`src/rtl/nios2_cpu_oci_dct_packer.sv`:
```
// Trace-atom packer for the Nios II OCI debug path.
// Shifts 2-bit trace atoms into a 15-atom buffer and hands packed frames
// to the trace FIFO through a single-entry valid/ready output register.
// The live buffer and its occupancy are exported for the OCI sim monitor.
module nios2_cpu_oci_dct_packer #(
    parameter int ATOM_W    = 2,
    parameter int DCT_DEPTH = 15
) (
    input  logic                        clk,
    input  logic                        reset_n,
    input  logic                        trace_enable,
    input  logic                        atom_valid,
    input  logic [ATOM_W-1:0]           atom,
    input  logic                        flush,
    output logic                        frame_valid,
    output logic [ATOM_W*DCT_DEPTH-1:0] frame_data,
    output logic [3:0]                  frame_count,
    input  logic                        frame_ready,
    output logic [ATOM_W*DCT_DEPTH-1:0] dct_buffer,
    output logic [3:0]                  dct_count,
    output logic                        overflow,
    input  logic                        overflow_clr
);

    localparam int BUF_W = ATOM_W * DCT_DEPTH;
    localparam logic [3:0] DEPTH_C = 4'(DCT_DEPTH);

    logic [BUF_W-1:0] r_buf;
    logic [3:0]       r_count;
    logic             r_frame_valid;
    logic [BUF_W-1:0] r_frame_data;
    logic [3:0]       r_frame_count;
    logic             r_flush_pend;
    logic             r_overflow;

    logic [BUF_W-1:0] w_next_buf;
    logic [3:0]       w_next_count;
    logic             w_atom_req;
    logic             w_full;
    logic             w_accept;
    logic             w_drop;
    logic             w_out_free;
    logic             w_has_atoms;
    logic             w_trigger;
    logic             w_emit;

    assign w_atom_req = atom_valid & trace_enable;
    assign w_full     = (r_count == DEPTH_C);
    assign w_accept   = w_atom_req & ~w_full;
    assign w_drop     = w_atom_req & w_full;

    // Post-accept view of the buffer: the emit decision and the emitted
    // frame both include an atom arriving in the same cycle.
    always_comb begin
        w_next_buf   = r_buf;
        w_next_count = r_count;
        if (w_accept) begin
            w_next_buf   = {r_buf[BUF_W-ATOM_W-1:0], atom};
            w_next_count = r_count + 4'd1;
        end
    end

    // Output slot can take a new frame if empty or being drained this cycle.
    assign w_out_free  = ~r_frame_valid | frame_ready;
    assign w_has_atoms = (w_next_count != 4'd0);
    assign w_trigger   = (w_next_count == DEPTH_C) |
                         ((flush | r_flush_pend) & w_has_atoms);
    assign w_emit      = w_trigger & w_out_free;

    // Packing buffer: cleared when its contents move to the output slot.
    always_ff @(posedge clk or negedge reset_n) begin
        if (!reset_n) begin
            r_buf   <= '0;
            r_count <= '0;
        end else if (w_emit) begin
            r_buf   <= '0;
            r_count <= '0;
        end else begin
            r_buf   <= w_next_buf;
            r_count <= w_next_count;
        end
    end

    // Output register: reload has priority so drain and refill share a cycle.
    always_ff @(posedge clk or negedge reset_n) begin
        if (!reset_n) begin
            r_frame_valid <= 1'b0;
            r_frame_data  <= '0;
            r_frame_count <= '0;
        end else if (w_emit) begin
            r_frame_valid <= 1'b1;
            r_frame_data  <= w_next_buf;
            r_frame_count <= w_next_count;
        end else if (frame_ready) begin
            r_frame_valid <= 1'b0;
        end
    end

    // Remember a flush that could not be honoured while the output was busy.
    always_ff @(posedge clk or negedge reset_n) begin
        if (!reset_n) begin
            r_flush_pend <= 1'b0;
        end else if (w_emit) begin
            r_flush_pend <= 1'b0;
        end else if (flush & w_has_atoms) begin
            r_flush_pend <= 1'b1;
        end
    end

    // Sticky overflow: a drop beats a simultaneous clear.
    always_ff @(posedge clk or negedge reset_n) begin
        if (!reset_n) begin
            r_overflow <= 1'b0;
        end else if (w_drop) begin
            r_overflow <= 1'b1;
        end else if (overflow_clr) begin
            r_overflow <= 1'b0;
        end
    end

    assign frame_valid = r_frame_valid;
    assign frame_data  = r_frame_data;
    assign frame_count = r_frame_count;
    assign dct_buffer  = r_buf;
    assign dct_count   = r_count;
    assign overflow    = r_overflow;

endmodule
```
`config.mk`:
```
export PLATFORM = sky130hd
export DESIGN_NAME = nios2_cpu_oci_dct_packer
export DESIGN_NICKNAME = d
export VERILOG_FILES = /design/src/rtl/nios2_cpu_oci_dct_packer.sv
export SDC_FILE = /design/constraint.sdc
export NUM_CORES = 1
export LEC_CHECK = 0
export ABC_AREA = 1
export CAP_MARGIN = 20
export CORE_ASPECT_RATIO = 0.8
export CORE_MARGIN = 5
export CORE_UTILIZATION = 30
export CTS_BUF_LIST = sky130_fd_sc_hd__clkbuf_16
export DETAILED_ROUTE_END_ITERATION = 7
export GPL_TIMING_DRIVEN = 0
export SYNTH_ARGS = -nofsm -noshare
export SYNTH_HDL_FRONTEND = slang
export SYNTH_SLANG_ARGS = --single-unit
```
`constraint.sdc`:
```
create_clock -name clk -period 2.2 [get_ports clk]
set_clock_uncertainty 0.05 [all_clocks]
set_input_delay 0.44 -clock clk [delete_from_list [all_inputs] [get_ports clk]]
set_output_delay 0.44 -clock clk [all_outputs]
set_load 0.02 [all_outputs]
```
# ---- After elaboration in Yosys (flattened, before gate mapping)
# Index checks and enable logic that the tools add are counted.
dict set report word_totals {
  register_bits 71
  wordCells 35
  output_inout_bits 70
}
dict set report classes {
  mux 10
  bitwise_logic 11
  reduce_logical 4
  eq_ne 2
  addsub 1
}
# cell n
set ops {}
lappend ops {{30-bit 2-to-1 mux} 2}
lappend ops {{4-bit == test, second input constant} 2}
lappend ops {{4-bit 2-to-1 mux} 2}
lappend ops {{1-bit AND} 6}
lappend ops {{1-bit 2-to-1 mux} 6}
lappend ops {{2-bit nonzero test} 3}
lappend ops {{4-bit by 1-bit adder with 4-bit output, second input constant} 1}
lappend ops {{4-bit nonzero test} 1}
lappend ops {{1-bit OR} 3}
lappend ops {{1-bit inverter} 2}

# ---- Longest topological paths before layout
dict set report depth {
  depth_word 9
  mapped_depth 13
  ltp_nobuf 12
}

# ---- Least setup slack after synthesis
# OpenSTA, ideal clock, no wires.
dict set report synth_path {
  kind {register to register}
  from {register r_count[1] (netlist: dct_count[1])}
  to {register r_buf[14] (netlist: dct_buffer[14])}
  arrival_ps 1764
  path_buffers 2
  path_stages_with_launch 13
  setup_time_ps 140
  required_time_ps 2010
  period_less_slack_ps 1954
  path_slack_ps 246
  cell_sequence {dfrtp_1 > ha_1 > nand3_4 > nand2_2 > nand2_1 > nand2_1 > inv_2 > nor2_2 > nand3_2 > nand2_4 > buf_6 > buf_6 > a21oi_2}
}
dict set report synth_between {
  elab_chain_len 9
  word_cells_on_any_way 12
  classes_between {add/sub (1); eq/ne (2); mux (3); bitwise (5); reduce/logical (1)}
}
# item line
set synth_rtl {}
lappend synth_rtl {{start: declaration} 29} ;# logic [3:0] r_count;
lappend synth_rtl {{start signal: assignment} 80} ;# r_count <= w_next_count;
lappend synth_rtl {{branches (longest 8 deep; another with 4-bit by 1-bit adder with 4-bit output)} --}
lappend synth_rtl {{30-bit 2-to-1 mux (*)} 75} ;# end else if (w_emit) begin
lappend synth_rtl {{end signal: assignment} 79} ;# r_buf <= w_next_buf;
lappend synth_rtl {{end: declaration} 28} ;# logic [BUF_W-1:0] r_buf;
# Mark *: on every way between the ends.
# A chain may end at the register's enable or synchronous reset.

# ---- Final worst setup path
dict set report layout_path {
  from {register r_count[0] (netlist: dct_count[0])}
  to {register r_buf[28] (netlist: dct_buffer[28])}
}
# Same word-level chain as after synthesis.

==> metrics.cfg <==
[sta]
tightest_slew_ns = 0.704
period_needed_ns = 2.07
fmax_mhz = 484
whs_ns = 0.0547
fin_crit_sh = 0.940
finalSetupViolCount = 0
maxSlewViolCount = 0
final_hold_viol_count = 0
tns_ns = 0
maxSlewHeadroom = 0.531

[global_route]
use_met3 = 0.0461
antenna_found_initial = 0
grt_max_degree = 72
grt_pass1_vias = 2825
grt.total_usage = 0.143
grt-busiest-layer = met2
grt_use_met2 = 0.225
use_met1 = 0.189
grt_pass1_wl_um = 14600
grt_overflow = 0

[yosys]
netlist.area_leader.share = 0.548
synth.cell_area_um2 = 3240
netlist-cell-type-count = 23
synth_area_per_cell_um2 = 8.53
synth_edf_count = 0
syn_inst = 380
synth.top_cells.by_area = dfrtp_1 (55%), nand2_1 (14%), nand3_1 (7.7%)
synth_nets = 390
yosys_most_used_dff = dfrtp_1
async_reset_ff_frac = 1.00
yosysMostFrequentCell = nand2_1
synthTopCellsByCount = nand2_1 (124), dfrtp_1 (71), nand3_1 (50), inv_1 (42), o21ai_0 (18)
synth-seq-cells = 71
yosys_warnings = 0
yosysTopAreaCell = dfrtp_1
yosysSeqAreaShare = 0.548

[floorplan]
die_height_um = 103
die_area_um2 = 13000
dieWidth_um = 126
ios = 79
core_area_um2 = 10700
rows = 34
start_util = 0.302

[clocking]
clock_latency_ns = 0.34
numCtsBuffers = 9
cts.hold.buffers_added = 0
htreeDepth = 3
clockBufferDepth = 2
cts_tree = built
cts_sinks = 71
ctsRootBufferMaster = clkbuf_16
path_clk_slew_ns = 0.06

[placed_design]
place_area_um2 = 4230
dp.cells = 603
dpl.hpwl_um = 6500
portBuffers = 78
gp_congestion = 0.820

[setup_path]
start_kind = flop
cpPeakStageDelay_ns = 0.39
cp-end-kind = flop
cp_max_fo = 10
critPathKind = flop to flop
reg2reg_depth = 12
arrival_ns = 2.21
r2r_start = dct_count[0]
reg2reg_to = dct_buffer[28]
crit_path_top_delay_cell = dfrtp_1
regToRegSetupSlack_ns = 0.13
worstPathCellList = ha_2 -> nand3_4 -> nand2_2 -> nand2_1 -> nand2_1 -> inv_1 -> nor2_2 -> nand3_2 -> nand2_4 -> buf_6 -> buf_6 -> a21oi_2
crit_required_ns = 2.35
cp-startpoint = dct_count[0]

[final_layout]
drive_above_1_share = 0.111
finish.instance_area_um2 = 4600
fillers = 1105
antenna_cells = 0
layoutNonFillerInstCount = 622
nets = 483
syn_to_final_growth_pct = 41.8

[routing]
drt_iter0_markers = 162
wirelength_um = 9100
vias = 2850
firstDrtPassIters = 4
post_drt_wl_per_cell_um = 14.6
ant_nets = 0
viasPerCell = 4.58
route.detailed.drc = 0

[power_and_ir_drop]
cellLeakagePower_nw = 2.31
powerDensity_nw_per_um2 = 1440
peakVddDrop_mv = 0.605

[hold_path]
hold_class = input port to async pin

[outcome]
status = complete, no violations

[run]
maxCapViolations = 0

-- metrics by stage --
step                power, mW  setup slack (ns)  utilization
floorplan                3.70             0.246            -
global placement         4.93             -1.84        0.392
detailed placement       4.99            -0.249        0.394
CTS                      6.68            0.0783        0.426
global route             7.07          -0.00700        0.429
finish                   6.64             0.132        0.429
-- cell families (layout without fill, tap and decap cells) --
group	count (synthesis)	count (layout)	synth area share
compound gates	56	56	0.108
buf+inv	68	166	0.0934
simple gates	184	184	0.246
flops	71	71	0.548
fa+ha+maj	1	1	0.00386
-- layout by cell type (no fill, tap or decap), drive strengths merged --
cell	count
a21boi	13
a21oi	23
buf	16
bufinv	3
clkbuf	22
clkdlybuf4s50	77
clkinv	4
dfrtp	71
ha	1
inv	44
nand2	127
nand3	52
nand4	1
nor2	3
o21ai	19
o22ai	1
or2	1
-- power by group --
group / internal [mW] / switching (mW) / leakage, nW
Clock: 1.10 / 0.541 / 0.164
Sequential: 1.71 / 0.259 / 0.940
Combinational: 1.23 / 1.81 / 1.21
Total: 4.03 / 2.61 / 2.31
-- critical path: cells and delay by family, from the launching register on --
kind | cells | cell delay [ns]
flip-flops | 1 | 0.39
buffers and inverters | 3 | 0.41
AND/OR/NAND/NOR | 7 | 0.75
AO/OA/AOI/OAI | 1 | 0.06
adder cells (fa/ha/maj) | 1 | 0.24
-- flip-flops by register name, indices dropped and copies added, names as in the netlist --
signal and count:
dct_buffer 30, frame_data 30, dct_count 4, frame_count 4, frame_valid 1, overflow 1, r_flush_pend 1
-- how the worst max path moves through the flow --
stage	end	slack [ns]	depth (start not counted)
2_1_floorplan	dct_buffer[14]	0.25	12
3_3_place_gp	frame_data[23]	-1.84	1
3_5_place_dp	frame_valid	-0.25	11
4_1_cts	frame_valid	0.08	10
5_1_grt	frame_data[18]	-0.007	13
6_report	dct_buffer[28]	0.13	12
-- routing by layer --
metal | vias up | part of all wire
met3 | 10 | 0.061
met2 | 81 | 0.45
met1 | 1362 | 0.47
li1 | 1397 | -
met4 | 0 | 0.012
met5 | - | 0
-- layout make-up --
type / instances / area [µm²] / area share
Timing Repair Buffer: 82 / 828 / 0.180
Tap cell: 144 / 180 / 0.0392
Multi-Input combinational cell: 241 / 1170 / 0.254
Clock inverter: 7 / 111 / 0.0242
Inverter: 44 / 165 / 0.0359
Buffer: 24 / 143 / 0.0310
Sequential cell: 71 / 1780 / 0.386
Clock buffer: 9 / 225 / 0.0490
-- timing repair --
item                       4_1_cts  5_1_grt
setup endpoints to repair        0       53
setup buffers                    0        3
gates resized for setup          0        4
No activity file was read; power rests on OpenSTA's default activity.
